--- config.mk ---
export PLATFORM = sky130hd
export DESIGN_NAME = fp_mul_seq
export DESIGN_NICKNAME = d
export VERILOG_FILES = /design/src/rtl/fpu_pkg.sv /design/src/rtl/fp_classify.sv /design/src/rtl/fp_mul_seq.sv
export SDC_FILE = /design/constraint.sdc
export NUM_CORES = 1
export LEC_CHECK = 0
export ABC_AREA = 1
export CORE_MARGIN = 5
export CORE_UTILIZATION = 25
export DETAILED_ROUTE_END_ITERATION = 10
export PLACE_DENSITY_LB_ADDON = 0.05
export RECOVER_POWER = 50
export SETUP_SLACK_MARGIN = 0.1
export SYNTH_ARGS = -nofsm -noshare
export SYNTH_HDL_FRONTEND = slang
export SYNTH_SLANG_ARGS = --single-unit
--- constraint.sdc ---
create_clock -name clk -period 3 [get_ports clk]
set_input_delay 0.6 -clock clk [delete_from_list [all_inputs] [get_ports clk]]
set_output_delay 0.6 -clock clk [all_outputs]
set_load 0.03 [all_outputs]
--- src/rtl/fpu_pkg.sv ---
// Shared single-precision FP definitions: field layout, special encodings,
// the multiplier sequencer states and the operand classification record.
package fpu_pkg;

  localparam int FP_EXP_BIAS = 127;
  localparam int FP_SIGN_W   = 1;
  localparam int FP_EXP_W    = 8;
  localparam int FP_FRAC_W   = 23;
  localparam int FP_SIG_W    = FP_FRAC_W + 1;

  localparam logic [31:0] FP_QNAN = 32'h7FC0_0000;
  localparam logic [31:0] FP_INF  = 32'h7F80_0000;

  typedef enum logic [1:0] {
    IDLE = 2'd0,
    MUL  = 2'd1,
    NORM = 2'd2,
    DONE = 2'd3
  } fsm_state_e;

  typedef struct packed {
    logic                sign;
    logic [FP_EXP_W-1:0] exp;
    logic [FP_SIG_W-1:0] sig;
    logic                is_zero;
    logic                is_inf;
    logic                is_nan;
  } fp_class_t;

endpackage

--- src/rtl/fp_classify.sv ---
// Decodes one IEEE-754 single operand; denormals are flushed to signed zero,
// so any operand with a zero exponent reports is_zero.
module fp_classify
  import fpu_pkg::*;
(
  input  logic [31:0] op,
  output fp_class_t   cls
);

  logic [FP_EXP_W-1:0]  exp_f;
  logic [FP_FRAC_W-1:0] frac_f;

  assign exp_f  = op[30:23];
  assign frac_f = op[22:0];

  always_comb begin
    cls.sign    = op[31];
    cls.exp     = exp_f;
    cls.sig     = {1'b1, frac_f};
    cls.is_zero = (exp_f == '0);
    cls.is_inf  = (exp_f == '1) && (frac_f == '0);
    cls.is_nan  = (exp_f == '1) && (frac_f != '0);
  end

endmodule

--- src/rtl/fp_mul_seq.sv ---
// Sequential single-precision multiplier: shift-add over the 24-bit significand,
// BITS_PER_CYCLE multiplier bits per MUL cycle, one-cycle normalize/pack, truncating.
module fp_mul_seq
  import fpu_pkg::*;
#(
  parameter int BITS_PER_CYCLE = 1
) (
  input  logic        clk,
  input  logic        reset,
  input  logic        start,
  input  logic [31:0] op_a,
  input  logic [31:0] op_b,
  input  logic [4:0]  rd_in,
  output logic        busy,
  output logic        done,
  output logic [31:0] result,
  output logic [4:0]  rd_out
);

  localparam int MUL_CYCLES = FP_SIG_W / BITS_PER_CYCLE;

  fp_class_t cls_a, cls_b;

  fp_classify u_cls_a (.op(op_a), .cls(cls_a));
  fp_classify u_cls_b (.op(op_b), .cls(cls_b));

  fsm_state_e        state_q, state_d;
  logic              busy_q, busy_d;
  logic              done_q, done_d;
  logic [31:0]       result_q, result_d;
  logic [4:0]        rd_out_q, rd_out_d;
  logic [4:0]        rd_tag_q, rd_tag_d;
  logic [4:0]        cnt_q, cnt_d;
  logic [47:0]       acc_q, acc_d;
  logic [47:0]       mcand_q, mcand_d;
  logic [23:0]       mplier_q, mplier_d;
  logic              sign_q, sign_d;
  logic signed [9:0] exp_q, exp_d;
  logic              special_q, special_d;
  logic [31:0]       special_res_q, special_res_d;

  logic              sign_in;
  logic              any_nan, any_inf, any_zero;
  logic [47:0]       partial;
  logic signed [9:0] exp_fin;
  logic [22:0]       frac_fin;

  // Special-operand decode for the operands currently on the read buses.
  always_comb begin
    sign_in  = cls_a.sign ^ cls_b.sign;
    any_nan  = cls_a.is_nan | cls_b.is_nan
             | (cls_a.is_inf & cls_b.is_zero) | (cls_a.is_zero & cls_b.is_inf);
    any_inf  = cls_a.is_inf | cls_b.is_inf;
    any_zero = cls_a.is_zero | cls_b.is_zero;
  end

  // NOTE: every always_comb output is defaulted first so no path can hold a
  // value and infer a latch.
  always_comb begin
    state_d       = state_q;
    busy_d        = busy_q;
    done_d        = done_q;
    result_d      = result_q;
    rd_out_d      = rd_out_q;
    rd_tag_d      = rd_tag_q;
    cnt_d         = cnt_q;
    acc_d         = acc_q;
    mcand_d       = mcand_q;
    mplier_d      = mplier_q;
    sign_d        = sign_q;
    exp_d         = exp_q;
    special_d     = special_q;
    special_res_d = special_res_q;
    partial       = '0;
    exp_fin       = exp_q + $signed({9'b0, acc_q[47]});
    frac_fin      = acc_q[47] ? acc_q[46:24] : acc_q[45:23];

    for (int i = 0; i < BITS_PER_CYCLE; i++) begin
      if (mplier_q[i]) partial = partial + (mcand_q << i);
    end

    unique case (state_q)
      IDLE: begin
        if (start) begin
          state_d   = MUL;
          busy_d    = 1'b1;
          rd_tag_d  = rd_in;
          cnt_d     = '0;
          acc_d     = '0;
          mcand_d   = {24'b0, cls_a.sig};
          mplier_d  = cls_b.sig;
          sign_d    = sign_in;
          exp_d     = $signed({2'b00, cls_a.exp}) + $signed({2'b00, cls_b.exp})
                    - 10'(FP_EXP_BIAS);
          special_d = any_nan | any_inf | any_zero;
          if (any_nan)      special_res_d = FP_QNAN;
          else if (any_inf) special_res_d = {sign_in, FP_INF[30:0]};
          else              special_res_d = {sign_in, 31'b0};
        end
      end
      MUL: begin
        acc_d    = acc_q + partial;
        mcand_d  = mcand_q << BITS_PER_CYCLE;
        mplier_d = mplier_q >> BITS_PER_CYCLE;
        cnt_d    = cnt_q + 5'd1;
        if (cnt_q == 5'(MUL_CYCLES - 1)) begin
          state_d = NORM;
          cnt_d   = '0;
        end
      end
      NORM: begin
        state_d  = DONE;
        done_d   = 1'b1;
        rd_out_d = rd_tag_q;
        if (special_q)                result_d = special_res_q;
        else if (exp_fin >= 10'sd255) result_d = {sign_q, FP_INF[30:0]};
        else if (exp_fin <= 10'sd0)   result_d = {sign_q, 31'b0};
        else                          result_d = {sign_q, exp_fin[7:0], frac_fin};
      end
      DONE: begin
        state_d = IDLE;
        busy_d  = 1'b0;
        done_d  = 1'b0;
      end
      default: state_d = IDLE;
    endcase
  end

  // NOTE: state registers use non-blocking assignments so every flop samples
  // the pre-edge values regardless of statement order.
  always_ff @(posedge clk) begin
    if (reset) begin
      state_q       <= IDLE;
      busy_q        <= 1'b0;
      done_q        <= 1'b0;
      result_q      <= '0;
      rd_out_q      <= '0;
      rd_tag_q      <= '0;
      cnt_q         <= '0;
      acc_q         <= '0;
      mcand_q       <= '0;
      mplier_q      <= '0;
      sign_q        <= 1'b0;
      exp_q         <= '0;
      special_q     <= 1'b0;
      special_res_q <= '0;
    end else begin
      state_q       <= state_d;
      busy_q        <= busy_d;
      done_q        <= done_d;
      result_q      <= result_d;
      rd_out_q      <= rd_out_d;
      rd_tag_q      <= rd_tag_d;
      cnt_q         <= cnt_d;
      acc_q         <= acc_d;
      mcand_q       <= mcand_d;
      mplier_q      <= mplier_d;
      sign_q        <= sign_d;
      exp_q         <= exp_d;
      special_q     <= special_d;
      special_res_q <= special_res_d;
    end
  end

  assign busy   = busy_q;
  assign done   = done_q;
  assign result = result_q;
  assign rd_out = rd_out_q;

endmodule

* Word-level counts from Yosys, hierarchy flattened
Cells that the tools add are included.
Storage, ports and cells: flip-flop bits (word level) 215, input bits 72, word-level logic and storage cells 79
Cells by class: add/subtract/negate cells 5, $lt $le $gt $ge 2, eq/ne operators 8, multiplexer cells 22, bitwise gates (word level) 10, reductions and logical operators 18
Operator list (count):
- $pmux W48 S2 | 2
- $mux W48 | 3
- $mux W31 | 3
- $mux W32 | 2
- $add A48 B48 Y48 | 1
- $pmux W24 S2 | 1
- $logic_not A23 Y1 | 2
- $reduce_bool A23 Y1 | 2
- $mux W24 | 1
- $mux W23 | 1
- $eq A8 B8 Y1 const B | 2
- $logic_not A8 Y1 | 2
- $add A10 B2 Y10 | 1
- $ge A10 B9 Y1 const B | 1
- $le A10 B1 Y1 const B | 1
- $mux W5 | 2
- $pmux W5 S2 | 1
- $sub A9 B7 Y10 const B | 1
- $add A8 B8 Y9 | 1
- $pmux W2 S4 | 1
- $reduce_and A2 Y1 | 4
- $or A1 B1 Y1 | 7
- $reduce_bool A2 Y1 | 3
- $add A5 B1 Y5 const B | 1
- 11 further kinds | 19

* Logic depth before layout (Yosys ltp)
Gate-level depths: netlist (run 1).
depth in word-level cells 7, gate-level depth with buffers 18, mapped depth without buffers 16

* Hierarchy
Synthesis (run 1) repeated with hierarchy kept, for this count alone.
Second synthesis, totals: cells, all modules 2256, area total of the unflattened synthesis 13450.4 sq um
By module, submodules not included:
- fp_mul_seq | times used 1, cells each 2118, area an instance 12642.1 sq um, seq. area each 3723.6 sq um
- fp_classify | times used 2, cells each 69, area an instance 404.1 sq um, seq. area each 0.0 sq um

* Worst setup path after synthesis (run 1)
No wires, ideal clock.
path kind flip-flop to flip-flop, from register mplier_q[0], to register acc_q[40], library setup time 0.070 ns, data arrival time 2.283 ns, required time 2.930 ns, setup slack 0.647 ns, stages on the path, launching flop included 18, buffers on the path 2, cells stage by stage dfxtp_1 clkbuf_1 buf_1 nand2_1 inv_1 ha_1 fa_1 nand3_1 nand3_1 nand2_1 nand2_1 nand2_1 nand3_1 nand2_1 nand2_1 nand2_1 nand3_1 a21oi_1
Between the ends: longest elaborated chain between the ends 3
RTL lines:
- start: declaration | line fp_mul_seq.sv:36 | logic [23:0] mplier_q, mplier_d;
- start signal: assignment | line fp_mul_seq.sv:157 | mplier_q <= mplier_d;
- $mux W48 | line fp_mul_seq.sv:79 | if (mplier_q[i]) partial = partial + (mcand_q << i);
- $add A48 B48 Y48 | line fp_mul_seq.sv:102 | acc_d = acc_q + partial;
- $pmux W48 S2 | line fp_mul_seq.sv:82 | unique case (state_q)
- end signal: assignment | line fp_mul_seq.sv:140 | acc_q <= '0;
- end signal: assignment | line fp_mul_seq.sv:155 | acc_q <= acc_d;
- end: declaration | line fp_mul_seq.sv:34 | logic [47:0] acc_q, acc_d;
No other way between the ends. A chain may end at the register's enable or synchronous reset.

* Final worst setup path (run 1)
from register mplier_q[0], to register acc_q[38]
Same word-level chain as after synthesis.

==> summary.md, run 1 <==
| Metric | Value |
|---|---|
| Outcome | finished clean |
| First-pass GRT wire length | 69.8 mm |
| DRC viols | 0 |
| Crit-path max FO | 31 |
| Initial core utilization | 25.2% |
| Max VDD drop | 0.368 mV |
| Clk slew on worst S/H paths | 0.08 ns |
| Power density over the cells | 534 mW/mm^2 |
| Final setup fails | 0 |
| Area Overhead vs Synth | 19.3% |
| Root buf cell | clkbuf_16 |
| Vias per cell | 4.45 |
| Total grt overflow | 0 |
| Clock share of power | 29.8% |
| Share of layout cells above drive strength 1 | 5.06% |
| Worst hold path class | register to register |
| GP Congestion | 0.884 |
| PortBufs | 110 |
| Syn avg cell area | 6.00 um^2 |
| WP data required | 3.33 ns |
| Total chip power | 8.04 mW |
| Pleak | 7.19 nW |
| Die height | 235 um |
| Setup crit start kind | register |
| Routed WL | 43.4 mm |
| Resize count post-CTS | 0 |
| Reg power frac | 39.0% |
| Postcts setup bufs | 0 |
| Final number of max-transition violations | 0 |
| Max_cap viols | 0 |
| Post-synthesis cell area | 0.0126 mm^2 |
| Worst-margin pin slew | 0.917 ns |
| CTS buffer count | 17 |
| Psw | 3.23 mW |
| Row count | 82 |
| Number of global-route vias before repair | 12,600 |
| Final Hold Fails | 0 |
| Die X | 235 um |
| Worst-Skew Late Latency | 0.49 ns |
| Post-synth EDFFs | 0 |
| Internal | 4.82 mW |
| Tcrit/Tclk final | 88.6% |
| Rel. slew slack | 38.8% |
| GRT Resource Usage Total | 15.7% |
| Longest Clk Path Bufs | 2 |
| Comb power frac | 31.2% |
| Antenna diodes | 0 |
| Sequential area share after synthesis | 29.5% |
| Multi-input gate area | 0.00736 mm^2 |
| Core Area | 0.0501 mm^2 |
| DR vias | 12,700 |
| Net switching fraction of the power | 40.1% |
| Most common cell after layout, fill and taps aside | nand2_1 |
| Hpwl dp | 33.4 mm |
| DR iter-0 viols | 643 |
| Crit Path Category | register to register |
| Setup TNS | 0 ns |
| Ys Warns | 0 |
| Arr. time, crit path | 2.99 ns |
| Syn Nets | 2,245 |
| IO Count | 111 |
| Seq cells post-synth | 186 |
| Clk_skew | 0.0117 ns |
| Ys async rst share | 0% |
| CTS tree | built |
| Hold-fix buffers, CTS | 0 |
| Largest net degree at the start of global routing | 132 |
| RSZ-0062 raised after global routing | true |
| Clock Sinks | 186 |
| Min Tclk post-route | 2.66 ns |
| Post-synth cell types | 39 |
| Max Freq | 376 MHz |
| Post-route antenna net violation count | 0 |
| Commonest cells after routing, fill and taps aside | 747 x nand2_1, 332 x inv_1, 185 x dfxtp_1, 165 x a21oi_1, 150 x nor2_1 |
| Die area | 0.0551 mm^2 |
| Drt pass-1 iters | 5 |
| CP Capture Type | register |
| Antenna violations before repair | 0 |
| Post-synth top flop | dfxtp_1 |
| # fillers | 5,782 |
| Syn Inst Count | 2,102 |
| Register area | 0.00373 mm^2 |
| Final core occ | 30.1% |
| Avg WL per Cell | 15.1 um |
| Nets | 2,323 |
| # H-tree levels | 4 |
-- flip-flops by register name (all words and copies together) (netlist names) --
name	flops
busy	1
done	1
special_res_q	3
acc_q	48
rd_tag_q	5
mplier_q	24
exp_q	10
cnt_q	5
special_q	1
rd_out	5
state_q	2
sign_q	1
result	32
mcand_q	48
-- worst paths after layout --
kind                from   endpoint  slack [ns]  depth (start not counted)
min reg2reg    result[0]  result[0]        0.47                          2
max          mplier_q[0]  acc_q[38]        0.34                         15
min            result[0]  result[0]        0.47                          2
max reg2reg  mplier_q[0]  acc_q[38]        0.34                         15
-- through the flow --
step	cell area (um^2)	worst slack [ns]	hold WS, ns	instances
2_1_floorplan	12600	0.647	0.441	2102
3_3_place_gp	14500	0.0599	0.453	2833
3_5_place_dp	14500	0.0980	0.458	2833
4_1_cts	15100	0.116	0.471	2865
5_1_grt	15100	0.0726	0.488	2865
6_report	15100	0.343	0.469	2865
-- power groups by stage --
stage	combinational (mW)	sequential [mW]	clock (mW)
after global placement	2.66	3.20	0
after floorplan	1.70	3.20	0
after CTS	2.65	3.14	2.53
final	2.51	3.14	2.40
after detailed placement	2.65	3.20	0
after global routing	2.86	3.20	2.59
-- cell usage after synthesis (2+ instances only) --
| master | count | area share, % |
|---|---|---|
| nand2_1 | 747 | 22 |
| inv_1 | 332 | 9.9 |
| dfxtp_1 | 186 | 30 |
| a21oi_1 | 166 | 6.6 |
| nor2_1 | 151 | 4.5 |
| o21ai_0 | 96 | 3.8 |
| nand3_1 | 92 | 3.6 |
| clkbuf_1 | 69 | 2.1 |
| ha_1 | 69 | 6.8 |
| a31oi_1 | 45 | 2.2 |
| nand2_2 | 21 | 1.0 |
| a21oi_2 | 20 | 1.4 |
| nand4_1 | 17 | 0.84 |
| nor4_1 | 17 | 0.84 |
| nor3_1 | 14 | 0.56 |
| a211oi_1 | 11 | 0.65 |
| o21bai_1 | 6 | 0.36 |
| xor2_1 | 6 | 0.42 |
| nand3b_1 | 5 | 0.30 |
| a21o_1 | 3 | 0.18 |
| buf_1 | 3 | 0.089 |
| nand3_2 | 3 | 0.24 |
| or2_2 | 3 | 0.15 |
| buf_8 | 2 | 0.24 |
| fa_1 | 2 | 0.32 |
| nor2_4 | 2 | 0.18 |
| o221a_2 | 2 | 0.18 |
-- cell type report --
| type | instances | area share, % |
|---|---|---|
| sequential | 186 | 24.7 |
| clock buffer | 18 | 2.85 |
| inverter | 334 | 8.32 |
| multi-input combinational | 1508 | 48.9 |
| tap | 672 | 5.58 |
| timing repair buffer | 133 | 8.59 |
| clock inverter | 14 | 1.05 |
-- worst max-delay path: stages, from the launching register on --
cell	delay, ns
dfxtp_4	0.43
buf_12	0.19
nand2_1	0.08
inv_1	0.05
ha_1	0.36
nand2_1	0.12
nor2_1	0.24
nand2_1	0.12
nor2_1	0.10
nand2_1	0.07
nand3_1	0.23
nand2_1	0.21
nand2_1	0.10
nand2_1	0.05
nand3_1	0.07
a21oi_1	0.06
-- logic make-up after synthesis --
logic type / after synthesis / share of synthesized area [%]
flops: 186 / 29.5
xor+xnor: 8 / 0.704
fa+ha+maj: 71 / 7.16
buf+inv: 408 / 12.3
simple gates: 1075 / 34.6
compound gates: 354 / 15.7
-- routing by layer --
metal / vias up / track usage [%] / share of wire, %
met5: - / 0 / 0
met1: 5764 / 21.0 / 49
met3: 33 / 2.94 / 3.0
li1: 6791 / - / -
met2: 147 / 26.0 / 46
met4: 0 / 4.32 / 1.7
(Power assumes the default switching activity.)
==> run 2: changes to the inputs <==
Settings changed: CORE_ASPECT_RATIO from default to 1.75.
==> run 2 against run 1 <==
  * Global-route usage grew 1.0 points
  * Power grew 2.9%
  * Via count grew 1.9%
  * Critical path type unchanged
  * Combinational power grew 2%
  * Core utilization grew 0.19 points
  * Routed wire length grew 7.7%
  * Largest power group unchanged
  * Sequential power is essentially flat
  * Flip-flop and latch count is the same
  * Highest routed layer unchanged
  * Clock skew grew 0.0037 ns
==> summary.md, run 2 (synthesized netlist as in run 1, its figures left out) <==
| Metric | Value |
|---|---|
| First-pass GRT wire length | 73.2 mm |
| Nets | 2,343 |
| Worst-Skew Late Latency | 0.46 ns |
| Final number of max-transition violations | 0 |
| Die X | 180 um |
| Core Area | 0.0503 mm^2 |
| Outcome | finished clean |
| Clk slew on worst S/H paths | 0.07 ns |
| Worst hold path stage count | 2 |
| Antenna diodes | 0 |
| Register area | 0.00373 mm^2 |
| DR iter-0 viols | 550 |
| Reg-to-reg critical path endpoint | acc_q[36] |
| Die area | 0.0553 mm^2 |
| CTS buffer count | 17 |
| Total grt overflow | 0 |
| Routed WL | 46.7 mm |
| Row count | 109 |
| Rel. slew slack | 7.38% |
| Tcrit/Tclk final | 89.3% |
| # fillers | 5,785 |
| GP Congestion | 0.907 |
| Design area | 0.0152 mm^2 |
| Drt pass-1 iters | 5 |
| Largest stage delay, worst path | 0.43 ns |
| Max VDD drop | 0.373 mV |
| Final setup fails | 0 |
| Most common cell after layout, fill and taps aside | nand2_1 |
| Longest Clk Path Bufs | 2 |
| Most used cell, CP | nand2_1 |
| Final Worst Setup Slack | 0.321 ns |
| Worst path cell trace | nand2_1, inv_1, ha_1, nand2_1, nor2_1, inv_1, nor2_1, nand4_1, nand3_1, nand2_1, nand2_1, nand2_1, nand3_1, a21oi_1 |
| Worst-margin pin slew | 1.39 ns |
| Antenna violations before repair | 0 |
| Final hold slack | 0.461 ns |
| Hold Crit Endpoint | mplier_q[0] |
| Number of global-route vias before repair | 13,200 |
| Crit Path Category | register to register |
| Reg2Reg Depth | 14 |
| Worst Hold Launch | mplier_q[1] |
| Net switching fraction of the power | 38.7% |
| DR vias | 13,000 |
| Clock share of power | 30.9% |
| Largest net degree at the start of global routing | 63 |
| Pleak | 7.23 nW |
| Worst reg2reg setup slack | 0.32 ns |
| Internal | 5.07 mW |
| Comb power frac | 31.0% |
| Avg WL per Cell | 16.2 um |
| IO Count | 111 |
| Reg power frac | 38.0% |
| Postcts setup bufs | 0 |
| Multi-input gate area | 0.00736 mm^2 |
| CP Capture Type | register |
| Arr. time, crit path | 3.01 ns |
| Post-route antenna net violation count | 0 |
| Share of layout cells above drive strength 1 | 5.69% |
| Worst reg2reg startpoint | mplier_q[0] |
| Clock Sinks | 186 |
| Setup TNS | 0 ns |
| Power density over the cells | 543 mW/mm^2 |
| Final Hold Fails | 0 |
| Initial core utilization | 25.1% |
| GRT Resource Usage Total | 16.7% |
| Hpwl dp | 37.3 mm |
| Min Tclk post-route | 2.68 ns |
| CTS tree | built |
| PortBufs | 110 |
| Area Overhead vs Synth | 20.7% |
| Root buf cell | clkbuf_16 |
| Die height | 307 um |
| Vias per cell | 4.51 |
| Psw | 3.20 mW |
| Place WS | 0.0877 ns |
| Max_cap viols | 0 |
| DRC viols | 0 |
| RSZ-0062 raised after global routing | false |
| Crit-path max FO | 21 |
| Max Freq | 373 MHz |
| Worst path slowest cell | dfxtp_4 |
| Commonest cells after routing, fill and taps aside | 747 x nand2_1, 332 x inv_1, 185 x dfxtp_1, 166 x a21oi_1, 151 x nor2_1 |
| Post-DP Area | 0.0146 mm^2 |
| WP data required | 3.33 ns |
| # H-tree levels | 4 |
| Setup crit start kind | register |
| Worst hold path class | register to register |
| Clk_skew | 0.0154 ns |
==> run 2: what timing repair did <==
item                       in CTS  in global routing
gates cloned                    0                  1
gates resized for setup         1                  2
hold buffers                    0                  0
setup endpoints to repair       1                  4
pin swaps                       0                  1
==> run 2: layer usage <==
layer	global-route usage, %	up-vias	routed length [um]
li1	-	6822	-
met1	17.9	5895	18700
met2	32.6	201	24900
met3	2.64	62	1500
met4	6.38	0	1630
met5	0	-	0
==> run 2: through the flow <==
stage	util [%]	cells	total power, mW
2_1_floorplan	-	2102	4.90
3_3_place_gp	29.1	2846	5.89
3_5_place_dp	29.1	2846	5.90
4_1_cts	30.3	2878	8.53
5_1_grt	30.3	2879	8.86
6_report	30.3	2879	8.27
==> run 2: worst max-delay path, delay by kind of cell, from the launching register on <==
kind                       cells  cell delay (ns)
DFF                            1             0.43
AOI/OAI and AO/OA              1             0.06
and+or+nand+nor               10             1.58
buffers and inverters          2             0.13
adders and majority gates      1             0.36
==> run 2: final cells by class <==
| type | count | share of cell area [%] |
|---|---|---|
| multi-input cells | 1509 | 48.3 |
| inverters | 334 | 8.23 |
| clock buffers | 18 | 2.82 |
| clock inverters | 14 | 1.35 |
| flip-flops and latches | 186 | 24.5 |
| repair buffers | 152 | 9.36 |
| well taps | 666 | 5.47 |
==> run 2: worst max-delay path by stage <==
stage	endpoint	start
after floorplan	acc_q[40]	mplier_q[0]
after global placement	exp_q[7]	op_b[24]
after detailed placement	acc_q[42]	mplier_q[0]
after CTS	acc_q[42]	mplier_q[0]
after global routing	result[9]	acc_q[47]
final	acc_q[36]	mplier_q[0]
==> run 2: power by group through the flow <==
stage               clock network, mW  logic [mW]  registers [mW]
CTS                              2.67        2.69            3.16
detailed placement                  0        2.69            3.21
floorplan                           0        1.70            3.20
finish                           2.56        2.57            3.15
global placement                    0        2.68            3.21
global route                     2.74        2.91            3.21
